<file path="src/rtl/ifu_fetch.sv">
// Instruction fetch unit: one 64-bit AXI read per instruction, delivering a 32-bit word and its PC.
// Latency: IFU_vld 3 cycles after ifetch_req with a zero-wait slave (1 cycle on a line-buffer hit).
// Backpressure: AR held stable until AR_READY and R_READY held until R_VALID; ifetch_req is sampled only in S_WAIT.
// Optional: define IFU_LINE_BUF_EN for a one-entry line buffer that skips AXI when the next PC is in the last line read.
module ifu_fetch #(
  parameter logic [63:0] RESET_PC = 64'h80000000
) (
  input  logic        clk,
  input  logic        rst_n,
  input  logic        ifetch_req,
  input  logic        ifetch_taken,
  input  logic [63:0] ifetch_taken_pc,
  output logic [63:0] axi_AR_ADDR,
  output logic        axi_AR_VALID,
  input  logic        axi_AR_READY,
  input  logic [63:0] axi_R_DATA,
  input  logic        axi_R_VALID,
  output logic        axi_R_READY,
  output logic        IFU_vld,
  output logic [63:0] IFU_pc,
  output logic [31:0] IFU_inst
);

  typedef enum logic [2:0] {
    S_IDLE = 3'd0,
    S_AR   = 3'd1,
    S_R    = 3'd2,
    S_OUT  = 3'd3,
    S_WAIT = 3'd4
  } state_t;

  state_t      r_state;
  state_t      w_state_nxt;
  logic [63:0] r_pc;
  logic [63:0] r_ifu_pc;
  logic [31:0] r_ifu_inst;
  logic [63:0] w_target;
  logic [63:0] w_next_pc;
  logic        w_req_take;
  logic        w_r_fire;
  logic [31:0] w_r_inst;

  // The PC only moves on an accepted request; its low two bits are always cleared.
  assign w_target   = ifetch_taken ? ifetch_taken_pc : (r_pc + 64'd4);
  assign w_next_pc  = w_target & ~64'd3;
  assign w_req_take = (r_state == S_WAIT) && ifetch_req;
  assign w_r_fire   = (r_state == S_R) && axi_R_VALID;
  assign w_r_inst   = r_pc[2] ? axi_R_DATA[63:32] : axi_R_DATA[31:0];

`ifdef IFU_LINE_BUF_EN
  logic        r_buf_vld;
  logic [60:0] r_buf_tag;
  logic [63:0] r_buf_dat;
  logic        w_buf_hit;
  logic [31:0] w_buf_inst;

  assign w_buf_hit  = r_buf_vld && (r_buf_tag == w_next_pc[63:3]);
  assign w_buf_inst = w_next_pc[2] ? r_buf_dat[63:32] : r_buf_dat[31:0];

  // Remember the most recent line returned by the slave; reset invalidates it.
  always_ff @(posedge clk) begin
    if (!rst_n) begin
      r_buf_vld <= 1'b0;
      r_buf_tag <= '0;
      r_buf_dat <= '0;
    end else if (w_r_fire) begin
      r_buf_vld <= 1'b1;
      r_buf_tag <= r_pc[63:3];
      r_buf_dat <= axi_R_DATA;
    end
  end
`endif

  // State register.
  always_ff @(posedge clk) begin
    if (!rst_n) begin
      r_state <= S_IDLE;
    end else begin
      r_state <= w_state_nxt;
    end
  end

  // Next-state logic: AR handshake, R beat, one-cycle delivery, then wait for the retire request.
  always_comb begin
    w_state_nxt = r_state;
    case (r_state)
      S_IDLE: w_state_nxt = S_AR;
      S_AR:   if (axi_AR_READY) w_state_nxt = S_R;
      S_R:    if (axi_R_VALID) w_state_nxt = S_OUT;
      S_OUT:  w_state_nxt = S_WAIT;
      S_WAIT: begin
        if (ifetch_req) begin
`ifdef IFU_LINE_BUF_EN
          w_state_nxt = w_buf_hit ? S_OUT : S_AR;
`else
          w_state_nxt = S_AR;
`endif
        end
      end
      default: w_state_nxt = S_IDLE;
    endcase
  end

  // Fetch PC: advance or redirect only when a request is accepted in S_WAIT.
  always_ff @(posedge clk) begin
    if (!rst_n) begin
      r_pc <= RESET_PC;
    end else if (w_req_take) begin
      r_pc <= w_next_pc;
    end
  end

  // Delivered instruction/PC: loaded from the R beat (or buffer) and held between pulses.
  always_ff @(posedge clk) begin
    if (!rst_n) begin
      r_ifu_pc   <= RESET_PC;
      r_ifu_inst <= '0;
    end else if (w_r_fire) begin
      r_ifu_pc   <= r_pc;
      r_ifu_inst <= w_r_inst;
`ifdef IFU_LINE_BUF_EN
    end else if (w_req_take && w_buf_hit) begin
      r_ifu_pc   <= w_next_pc;
      r_ifu_inst <= w_buf_inst;
`endif
    end
  end

  assign axi_AR_VALID = (r_state == S_AR);
  assign axi_AR_ADDR  = axi_AR_VALID ? {r_pc[63:3], 3'b000} : 64'd0;
  assign axi_R_READY  = (r_state == S_R);
  assign IFU_vld      = (r_state == S_OUT);
  assign IFU_pc       = r_ifu_pc;
  assign IFU_inst     = r_ifu_inst;

endmodule

</file>
<file path="config.mk">
export PLATFORM = sky130hd
export DESIGN_NAME = ifu_fetch
export DESIGN_NICKNAME = d
export VERILOG_FILES = /design/src/rtl/ifu_fetch.sv
export SDC_FILE = /design/constraint.sdc
export NUM_CORES = 1
export LEC_CHECK = 0
export BUFFER_PORTS_ARGS = -buffer_cell sky130_fd_sc_hd__buf_2
export CAP_MARGIN = 20
export CORE_AREA = 8 8 140 142
export DETAILED_ROUTE_END_ITERATION = 8
export DIE_AREA = 0 0 148 150
export PLACE_DENSITY_LB_ADDON = 0.1
export SKIP_LAST_GASP = 1
export SYNTH_ARGS = -nofsm -noshare
export SYNTH_HDL_FRONTEND = slang
export SYNTH_SLANG_ARGS = --single-unit
</file>
<file path="constraint.sdc">
create_clock -name clk -period 4.1 [get_ports clk]
set_input_delay 0.82 -clock clk [delete_from_list [all_inputs] [get_ports clk]]
set_output_delay 0.82 -clock clk [all_outputs]
set_load 0.05 [all_outputs]
</file>
==> summary.txt, run 1 <==
Yosys
  – Post-synth EDFFs: 0
  – Post-synth top area share: between 30 and 40%
  – Post-synth cell types: 57
  – Register area share after synthesis: 37.2%
  – Top FF cell, synth: dfxtp_1
  – Yosys reg bits: 159
  – Mapped Avg Cell Area: 7.48 um2
  – Cells after synthesis: 1145
  – Post-synth top area cell: dfxtp_1
  – Top post-synthesis cells by area: dfxtp_1 (37%), nand2_1 (8.3%), a21oi_1 (6.7%)
  – Fraction of registers with async set/reset: 0%
  – Cell Area, Synth: 8560 um2
  – Yosys warning count: 0

Timing
  – Final setup fails: 0
  – Slew of the pin with the lowest slew margin: 1.02 ns
  – Setup TNS Final: 0 ns
  – RSZ-0062 raised after global routing: false
  – Slew Limit Fails: 0
  – Worst setup margin: 1.31 ns
  – Worst slew margin: 31.2%
  – Fmax: 0.359 GHz
  – Min Tclk post-route: 2.79 ns
  – Hold Vio Cnt, Final: 0
  – Period utilisation layout: between 60% and 70%
  – Clk_skew: 0.0106 ns

Placement
  – RD Place Congestion: 0.937
  – Pre-CTS setup slack: between 1.5 and 2 ns
  – Port Buffer Count: 289
  – HPWL Detailed: 21400 um

Pwr
  – Max IR drop VDD: about 0.33 mV
  – Combinational share of power: under 10%
  – Switching power: 910 uW
  – Final Power: 3570 uW
  – Clock Power Share: between 40% and 50%
  – Leakage: 0.00437 uW
  – P_int: about 2700 uW
  – Sw Ratio: 25.5%
  – PwrDens: 336 nW/um2
  – Reg power frac: 44.1%

Critical path
  – Worst Setup Path Type: reg -> out
  – CP endpoint kind: primary output
  – CP Data Required Time: 3.28 ns
  – Slowest-stage cell, CP: buf_4
  – Worst EP arrival: 1.97 ns
  – Cell chain of the critical path: inv_1, nor3_2, buf_4, and2_1, buf_2
  – CP Max Fanout: 63
  – Max incr delay on CP: 0.47 ns
  – Worst Setup Start Kind: flip-flop

Routing
  – Pre-Repair DR Iteration Count: 6
  – Final WL: 29600 um
  – Vias per cell: 5.75
  – Post-route ant nets: 0
  – DRT iter0 DRCs: 697
  – Routed len/inst: about 18 um
  – Vias: 9231
  – Drt drc: 0

Clock tree
  – Clk_lat worst skew: 0.43 ns
  – Post_cts resized: 0
  – Post-CTS Setup Bufs: 0
  – Clock transition at path regs: about 0.070 ns
  – H-tree lvl count: 4
  – TritonCTS Buffers: 17
  – CTS tree: yes
  – CTS root buf: clkbuf_16
  – Clock Sinks: around 160
  – Clk buf depth: 2
  – Hold-fix buffers, CTS: 0

Floorplanning
  – Die X: 148 um
  – Rows: 49
  – Die H: 150 um
  – Core box area: 17500 um2
  – Io pins: 297
  – Die area: 22200 um2
  – Starting Density: 48.8%

Global route
  – Largest net degree at the start of global routing: 74
  – Vias in the first global route: 8872
  – Total grt overflow: 0
  – Global-route wire length before repair: 46400 um
  – GR Util All Layers: about a quarter
  – Initial antenna violation count: 2

Outcome
  – Status: finished, final reports clean

Layout
  – Commonest non-fill, non-tap cell in the layout: buf_2
  – Synthesis-to-layout area growth: 24.2%
  – Multi-input gate area: 4900 um2
  – Most frequent cells in the layout: buf_2 (288), nand2_1 (189), dfxtp_1 (158)
  – Fillers: 1668
  – NumNets Final: 1496
  – Ratio of cells with drive above 1 in the final layout: 26.1%
  – Seq. cell area: 3180 um2

Min path
  – HP Class: reg -> reg

Job
  – # Max-Cap Violations: 0
-- stage by stage --
| step | instance area (um2) | hold WS (ns) | std cells | util (%) |
|---|---|---|---|---|
| finish | 10600 | 0.451 | 1604 | 60.6 |
| global route | 10600 | 0.463 | 1604 | 60.6 |
| CTS | 10600 | 0.454 | 1602 | 60.6 |
| detailed placement | 10000 | 0.445 | 1571 | 57.1 |
| global placement | 9990 | 0.439 | 1570 | 57.0 |
| floorplan | 8570 | 0.454 | 1149 | - |
-- logic make-up (layout without fill, tap and decap cells) --
group           after synthesis  after routing  synth area share [%]
simple gates                547            547                  32.1
compound gates              274            274                  19.9
flops                       159            159                  37.2
buf+inv                     123            347                  5.91
mux                          40             40                  4.69
fa+ha+maj                     1              1                 0.146
other cells                   1              7                0.0438
-- routing by layer --
layer,global-route usage [%],up-vias,routed length (um)
met4,9.59,0,675
met3,6.86,51,2710
li1,-,4497,-
met1,31.9,4238,12300
met2,41.6,445,13900
met5,0,-,0
-- flip-flops by register name, indices dropped and copies added (netlist names) --
| name | flops |
|---|---|
| IFU_inst | 32 |
| IFU_pc | 62 |
| r_state | 3 |
| r_pc | 62 |
-- cells in the mapped netlist (17+ instances only) --
library cell,count
a211oi_1,35
a21oi_1,115
a31oi_1,22
and2_1,69
and3_1,34
buf_2,17
clkbuf_1,76
dfxtp_1,159
mux2i_1,39
nand2_1,190
nand3_1,51
nand4_1,30
nor2_1,94
nor3_1,24
nor4_1,17
o21ai_0,38
-- critical path, delay by kind of cell, from the launching register on --
kind          cells  cell delay [ns]
buf+inv           3             0.83
simple gates      2             0.32
flops             1             0.38
-- layout make-up --
cell class,count,area share (%)
multi-input cells,867,46.1
inverters,10,0.377
clock inverters,11,1.46
flip-flops and latches,159,30.0
repair buffers,306,15.1
well taps,229,2.70
diodes,2,0.0471
clock buffers,20,4.30
-- final timing paths --
kind | startpoint | end | slack [ns] | cells past startpoint
max | r_state[0] | axi_AR_ADDR[57] | 1.31 | 5
min | IFU_pc[36] | IFU_pc[36] | 0.45 | 2
max reg2reg | r_pc[3] | r_pc[32] | 1.43 | 7
min reg2reg | IFU_pc[36] | IFU_pc[36] | 0.45 | 2
-- power by group through the flow --
stage | clock (uW) | sequential (uW) | combinational, uW
after floorplan | 0 | 1650 | 173
after global placement | 0 | 1610 | 336
after detailed placement | 0 | 1610 | 338
after CTS | 1680 | 1580 | 339
after global routing | 1740 | 1580 | 368
final | 1660 | 1580 | 339
(Power assumes the default switching activity.)
==> run 2, diff against run 1 <==
Settings changed: ABC_AREA set to 1, CORE_AREA 8 8 140 142 to 8 8 148 150, DIE_AREA 0 0 148 150 to 0 0 156 158.
Clock period 4.1 ns to 2.5 ns, I/O delays scaled along.
==> summary.txt, run 2 <==
Timing
  – Worst slew margin: 50.7% (was 31.2%)
  – Worst setup margin: 0.0847 ns (was 1.31 ns)
  – Worst hold slack: 0.329 ns (was 0.451 ns)
  – Clk_skew: 0.00925 ns (was 0.0106 ns)
  – Hold Vio Cnt, Final: 0 (unchanged)
  – Slew Limit Fails: 0 (unchanged)
  – Final setup fails: 0 (unchanged)
  – Min Tclk post-route: 2.42 ns
  – Slew of the pin with the lowest slew margin: 0.739 ns (was 1.02 ns)
  – Fmax: 0.414 GHz
  – Period utilisation layout: between 90% and 100%

Yosys
  – Top FF cell, synth: dfxtp_1 (unchanged)
  – Yosys warning count: 0 (unchanged)
  – Top post-synthesis cells by area: dfxtp_1 (36%), nand2_1 (16%), nor2_1 (9.8%) (was dfxtp_1 (37%), nand2_1 (8.3%), a21oi_1 (6.7%))
  – Cells after synthesis: 1412 (was 1145)
  – Post-synth cell types: 37 (was 57)
  – Post-synth top cells: nand2_1 (374), nor2_1 (230), dfxtp_1 (159), o21ai_0 (158), a21oi_1 (129) (was nand2_1 (190), dfxtp_1 (159), a21oi_1 (115), nor2_1 (94), clkbuf_1 (76))
  – Yosys reg bits: 159 (unchanged)
  – Post-synth top area cell: dfxtp_1 (unchanged)
  – Post-synth EDFFs: 0 (unchanged)
  – Fraction of registers with async set/reset: 0% (unchanged)
  – Cell Area, Synth: 8810 um2 (was 8560 um2)
  – Register area share after synthesis: 36.1% (was 37.2%)
  – Count leader, synth: nand2_1 (unchanged)
  – Mapped Avg Cell Area: 6.24 um2 (was 7.48 um2)
  – Post-synth top area share: 36.1% (was 37.2%)

Routing
  – DRT iter0 DRCs: 720 (was 697)
  – Vias per cell: 5.12 (was 5.75)
  – Routed len/inst: 16.7 um (was 18.4 um)
  – Drt drc: 0 (unchanged)
  – Final WL: 32500 um (was 29600 um)
  – Post-route ant nets: 0 (unchanged)
  – Pre-Repair DR Iteration Count: 7 (was 6)
  – Vias: 9920 (was 9231)

Layout
  – Commonest non-fill, non-tap cell in the layout: nand2_1 (was buf_2)
  – Design Area, Final: 11100 um2 (was 10600 um2)
  – Util after Layout: 56.1% (was 60.6%)
  – Ratio of cells with drive above 1 in the final layout: 23.6% (was 26.1%)
  – Synthesis-to-layout area growth: 25.5% (was 24.2%)
  – Most frequent cells in the layout: nand2_1 (374), buf_2 (288), nor2_1 (230) (was buf_2 (288), nand2_1 (189), dfxtp_1 (158))
  – Post-route insts no fill: 1939 (was 1604)
  – NumNets Final: 1791 (was 1496)

Floorplanning
  – Core box area: 19700 um2 (was 17500 um2)
  – Io pins: 297 (unchanged)
  – Die H: 158 um (was 150 um)
  – Rows: 52 (was 49)
  – Die area: 24600 um2 (was 22200 um2)
  – Starting Density: 44.7% (was 48.8%)
  – Die X: 156 um (was 148 um)

Global route
  – Global-route wire length before repair: 51200 um (was 46400 um)
  – Vias in the first global route: 9601 (was 8872)
  – Total grt overflow: 0 (unchanged)
  – Initial antenna violation count: 1 (was 2)
  – Largest net degree at the start of global routing: 111 (was 74)
  – GR Util All Layers: 26.1% (was 25.6%)

Critical path
  – Worst EP arrival: 1.92 ns (was 1.97 ns)
  – CP Data Required Time: 2.00 ns (was 3.28 ns)
  – CP Max Fanout: 41 (was 63)
  – CP endpoint kind: primary output (unchanged)
  – Worst Setup Start Kind: flip-flop (unchanged)
  – Worst R2R Path Depth: 10 (was 7)
  – Reg2reg end: r_pc[52] (was r_pc[32])
  – Worst Setup Path Type: reg -> out (unchanged)
  – Reg2Reg Setup Slack: 0.43 ns (was 1.43 ns)
  – FF-to-FF Start: r_pc[3] (unchanged)

Min path
  – HP Class: in -> reg (was reg -> reg)
  – Hold EP: IFU_inst[22] (was IFU_pc[36])
  – Min-delay src: axi_R_DATA[22] (was IFU_pc[36])
  – Worst Hold Depth: 3 (was 2)

Placement
  – RD Place Congestion: 0.948 (was 0.937)
  – HPWL Detailed: 24500 um (was 21400 um)
  – Pre-CTS setup slack: 0.461 ns (was 1.52 ns)
  – Cell count after placement: 1907 (was 1571)
  – Placed Area: 10400 um2 (was 10000 um2)
  – Port Buffer Count: 289 (unchanged)

Clock tree
  – Post-CTS Setup Bufs: 0 (unchanged)
  – Clock Sinks: 159 (unchanged)
  – Clock transition at path regs: 0.07 ns (about the same)
  – H-tree lvl count: 4 (unchanged)
  – CTS tree: yes (unchanged)
  – Clk buf depth: 2 (unchanged)
  – CTS root buf: clkbuf_16 (unchanged)
  – TritonCTS Buffers: 17 (unchanged)
  – Clk_lat worst skew: 0.43 ns (about the same)
  – Hold-fix buffers, CTS: 0 (unchanged)

Pwr
  – PwrDens: 780 nW/um2 (was 336 nW/um2)
  – Max IR drop VDD: 0.555 mV (was 0.331 mV)
  – Leakage: 0.00478 uW (was 0.00437 uW)

Job
  – # Max-Cap Violations: 0 (unchanged)

Outcome
  – Status: finished, final reports clean (unchanged)
==> run 2: changes by cell type after synthesis, sizes merged, moves of 34 or more <==
cell / delta
inv: +99
o21ai: +121
nand2: +203
mux2i: -39
nor2: +163
and3: -34
and2: -70
==> run 2: critical path, stage by stage, from the launching register on <==
cell and delay [ns]:
dfxtp_1 0.37, nor3_4 0.28, inv_4 0.16, buf_12 0.20
nor2_1 0.14, buf_2 0.28
==> run 2: where the power goes <==
part | internal [uW] | total, uW | switching, uW
Combinational | 627 | 2770 | 2150
Sequential | 2880 | 3070 | 184
Clock | 1680 | 2790 | 1120
==> run 2: per-stage QoR <==
step / total power [uW] / TNS [ns]
floorplan: 5170 / -7.64
detailed placement: 5900 / 0
CTS: 8700 / 0
global route: 9040 / -0.120
finish: 8630 / 0
global placement: 5880 / 0
==> run 2: kinds of logic (layout without fill, tap and decap cells) <==
family	count (synthesis)	in the layout	synth area share (%)
xor gates and xnor gates	2	2	0.199
DFF	159	159	36.1
buffers and inverters	189	441	8.60
other	1	6	0.0425
and+or+nand+nor	722	722	34.7
AOI/OAI and AO/OA	338	338	20.2
adders and majority gates	1	1	0.142
==> run 2: repair_timing <==
action / 4_1_cts / 5_1_grt
resized for setup: 0 / 4
endpoints found under the setup margin: 0 / 41
hold endpoints to repair: 0 / 0
==> run 2: worst max path at each step <==
stage,startpoint,endpoint,slack (ns),cells after the start
floorplan,r_state[2],axi_AR_ADDR[10],-0.13,4
global placement,r_pc[2],r_pc[52],0.48,10
detailed placement,r_pc[2],r_pc[60],0.46,9
CTS,r_state[2],axi_AR_ADDR[31],0.03,5
global route,r_state[2],axi_AR_ADDR[28],-0.03,5
finish,r_state[2],axi_AR_ADDR[31],0.08,5
==> run 2: per-layer routing <==
metal	GRT usage [%]	routed length (um)
met5	0	0
met4	10.4	913
met3	7.26	2870
met2	42.6	15000
met1	32.0	13700
==> run 2: final cells by class <==
cell class / count / area (um2)
timing repair buffer: 302 / 1610
inverter: 108 / 408
clock buffer: 19 / 433
antenna: 1 / 2.50
fill: 2061 / 8650
tap: 270 / 338
sequential: 159 / 3180
clock inverter: 12 / 185
multi-input combinational: 1068 / 4900
==> run 3, diff against run 2 <==
Settings changed: GPL_TIMING_DRIVEN set to 0, PLACE_DENSITY set to 0.76, PLACE_DENSITY_LB_ADDON 0.1 to not set.
==> summary.txt, run 3 (synthesis gave the netlist of run 2 again) <==
Timing
  – Min Tclk post-route: 2.38 ns (was 2.42 ns)
  – Fmax: 0.420 GHz (was 0.414 GHz)
  – Slew of the pin with the lowest slew margin: 0.758 ns (was 0.739 ns)
  – Final setup fails: 0 (unchanged)
  – RSZ-0062 raised after global routing: false
  – Period utilisation layout: 95.3% (was 96.6%)
  – Hold Vio Cnt, Final: 0 (unchanged)
  – Worst hold slack: 0.315 ns (was 0.329 ns)
  – Worst slew margin: 49.5% (was 50.7%)
  – Clk_skew: 0.0125 ns (was 0.00925 ns)
  – Slew Limit Fails: 0 (unchanged)

Global route
  – Vias in the first global route: 10400 (was 9601)
  – Initial antenna violation count: 2 (was 1)
  – Global-route wire length before repair: 57300 um (was 51200 um)
  – Total grt overflow: 0 (unchanged)
  – Largest net degree at the start of global routing: 17 (was 111)
  – GR Util All Layers: 30.0% (was 26.1%)

Pwr
  – Leakage: 0.00491 uW (was 0.00478 uW)
  – PwrDens: 778 nW/um2 (was 780 nW/um2)
  – Max IR drop VDD: 0.579 mV (was 0.555 mV)
  – Final Power: 8760 uW (was 8630 uW)

Min path
  – HP Class: in -> reg (unchanged)
  – Worst Hold Depth: 3 (unchanged)
  – Min-delay src: axi_R_DATA[5] (was axi_R_DATA[22])
  – Hold EP: IFU_inst[5] (was IFU_inst[22])

Critical path
  – FF-to-FF Start: r_state[1] (was r_pc[3])
  – Slowest-stage cell, CP: dfxtp_1 (unchanged)
  – CP Data Required Time: 2.00 ns (about the same)
  – Critical path's top delay family: buffers and inverters (unchanged)
  – CP Max Fanout: 10 (was 41)
  – Bufs and invs on worst path: 3 (unchanged)
  – Worst R2R Path Depth: 6 (was 10)
  – Reg2Reg Setup Slack: 0.23 ns (was 0.43 ns)
  – Max incr delay on CP: 0.36 ns (was 0.37 ns)
  – Worst Setup Start Kind: flip-flop (unchanged)
  – Worst EP arrival: 1.88 ns (was 1.92 ns)
  – Reg2reg end: r_pc[19] (was r_pc[52])
  – Cell chain of the critical path: nor3_4, inv_4, clkbuf_2, nor2_1, clkbuf_4 (was nor3_4, inv_4, buf_12, nor2_1, buf_2)
  – CP endpoint kind: primary output (unchanged)
  – Worst Setup Path Type: reg -> out (unchanged)

Routing
  – Post-route ant nets: 0 (unchanged)
  – Pre-Repair DR Iteration Count: 5 (was 7)
  – Drt drc: 0 (unchanged)
  – Vias per cell: 5.36 (was 5.12)
  – Vias: 10800 (was 9920)
  – Routed len/inst: 18.7 um (was 16.7 um)
  – Final WL: 37500 um (was 32500 um)
  – DRT iter0 DRCs: 1030 (was 720)

Layout
  – Seq. cell area: 3180 um2 (unchanged)
  – Most frequent cells in the layout: nand2_1 (374), buf_2 (298), nor2_1 (230) (was nand2_1 (374), buf_2 (288), nor2_1 (230))
  – Multi-input gate area: 4900 um2 (about the same)
  – Post-route insts no fill: 2007 (was 1939)
  – NumNets Final: 1857 (was 1791)
  – Ratio of cells with drive above 1 in the final layout: 23.7% (was 23.6%)
  – Synthesis-to-layout area growth: 27.7% (was 25.5%)
  – Commonest non-fill, non-tap cell in the layout: nand2_1 (unchanged)
  – Fillers: 2050 (was 2061)

Floorplanning
  – Die X: 156 um (unchanged)
  – Starting Density: 44.7% (unchanged)
  – Io pins: 297 (unchanged)
  – Core box area: 19700 um2 (unchanged)
  – Die H: 158 um (unchanged)
  – Die area: 24600 um2 (unchanged)
  – Rows: 52 (unchanged)

Clock tree
  – Clk_lat worst skew: 0.44 ns (was 0.43 ns)
  – CTS root buf: clkbuf_16 (unchanged)
  – Clock Sinks: 159 (unchanged)
  – Clk buf depth: 2 (unchanged)
  – Clock transition at path regs: 0.07 ns (about the same)
  – Post_cts resized: 1 (was 0)
  – Post-CTS Setup Bufs: 0 (unchanged)
  – H-tree lvl count: 4 (unchanged)
  – CTS tree: yes (unchanged)
  – TritonCTS Buffers: 17 (unchanged)
  – Hold-fix buffers, CTS: 0 (unchanged)

Outcome
  – Status: finished, final reports clean (unchanged)

Placement
  – Port Buffer Count: 287 (was 289)
  – HPWL Detailed: 29800 um (was 24500 um)
  – RD Place Congestion: 1.01 (was 0.948)
  – Cell count after placement: 1973 (was 1907)

Job
  – # Max-Cap Violations: 0 (unchanged)
run 3: cell types whose count changed in the layout (fill, tap and decap cells not counted), sizes merged:
cell / before / now
clkbuf: 20 / 79
inv: 109 / 116
buf: 301 / 306
clkinvlp: 4 / 0
bufinv: 4 / 2
clkinv: 3 / 5
diode: 1 / 2
run 3: worst max path at each step:
stage,start,to,slack [ns],depth (start not counted)
floorplan,r_state[2],axi_AR_ADDR[10],-0.13,4
global placement,rst_n,IFU_pc[55],0.36,5
detailed placement,ifetch_req,r_pc[19],0.32,7
CTS,r_state[2],axi_AR_ADDR[20],0.01,5
global route,r_state[2],axi_AR_ADDR[38],0.03,5
finish,r_state[2],axi_AR_ADDR[62],0.12,5
run 3: layout make-up:
type | count | share of cell area (%)
Buffer | 81 | 3.19
Multi-Input combinational cell | 1068 | 43.5
Timing Repair Buffer | 287 | 13.0
Antenna cell | 2 | 0.0445
Clock inverter | 15 | 1.55
Sequential cell | 159 | 28.3
Inverter | 108 | 3.62
Tap cell | 270 | 3.00
Clock buffer | 17 | 3.78
run 3: through the flow:
stage	TNS [ns]	cell area, um2	utilization [%]	setup slack, ns
floorplan	-7.64	8830	-	-0.127
global placement	0	10600	53.8	0.357
detailed placement	0	10600	53.8	0.322
CTS	0	11200	56.9	0.0103
global route	0	11300	57.1	0.0269
finish	0	11300	57.1	0.119
run 3: worst reg2reg max path, cell delays in order (launching register included):
cell,delay [ns]
dfxtp_1,0.35
nor2_1,0.20
nand3_1,0.42
inv_2,0.34
clkbuf_1,0.61
nand2_1,0.12
a21oi_1,0.17
run 3: layer usage:
layer	part of all wire, %	global-route usage [%]
met5	0	0
met1	41	36.8
met3	9.8	7.07
met4	2.9	11.4
met2	46	50.2
run 3: report_power, final:
| part | internal (uW) | switching (uW) | leakage (uW) |
|---|---|---|---|
| Combinational | 651 | 2280 | 0.00333 |
| Sequential | 2880 | 194 | 0.00129 |
| Clock | 1510 | 1240 | 0.000299 |
| Total | 5040 | 3720 | 0.00491 |
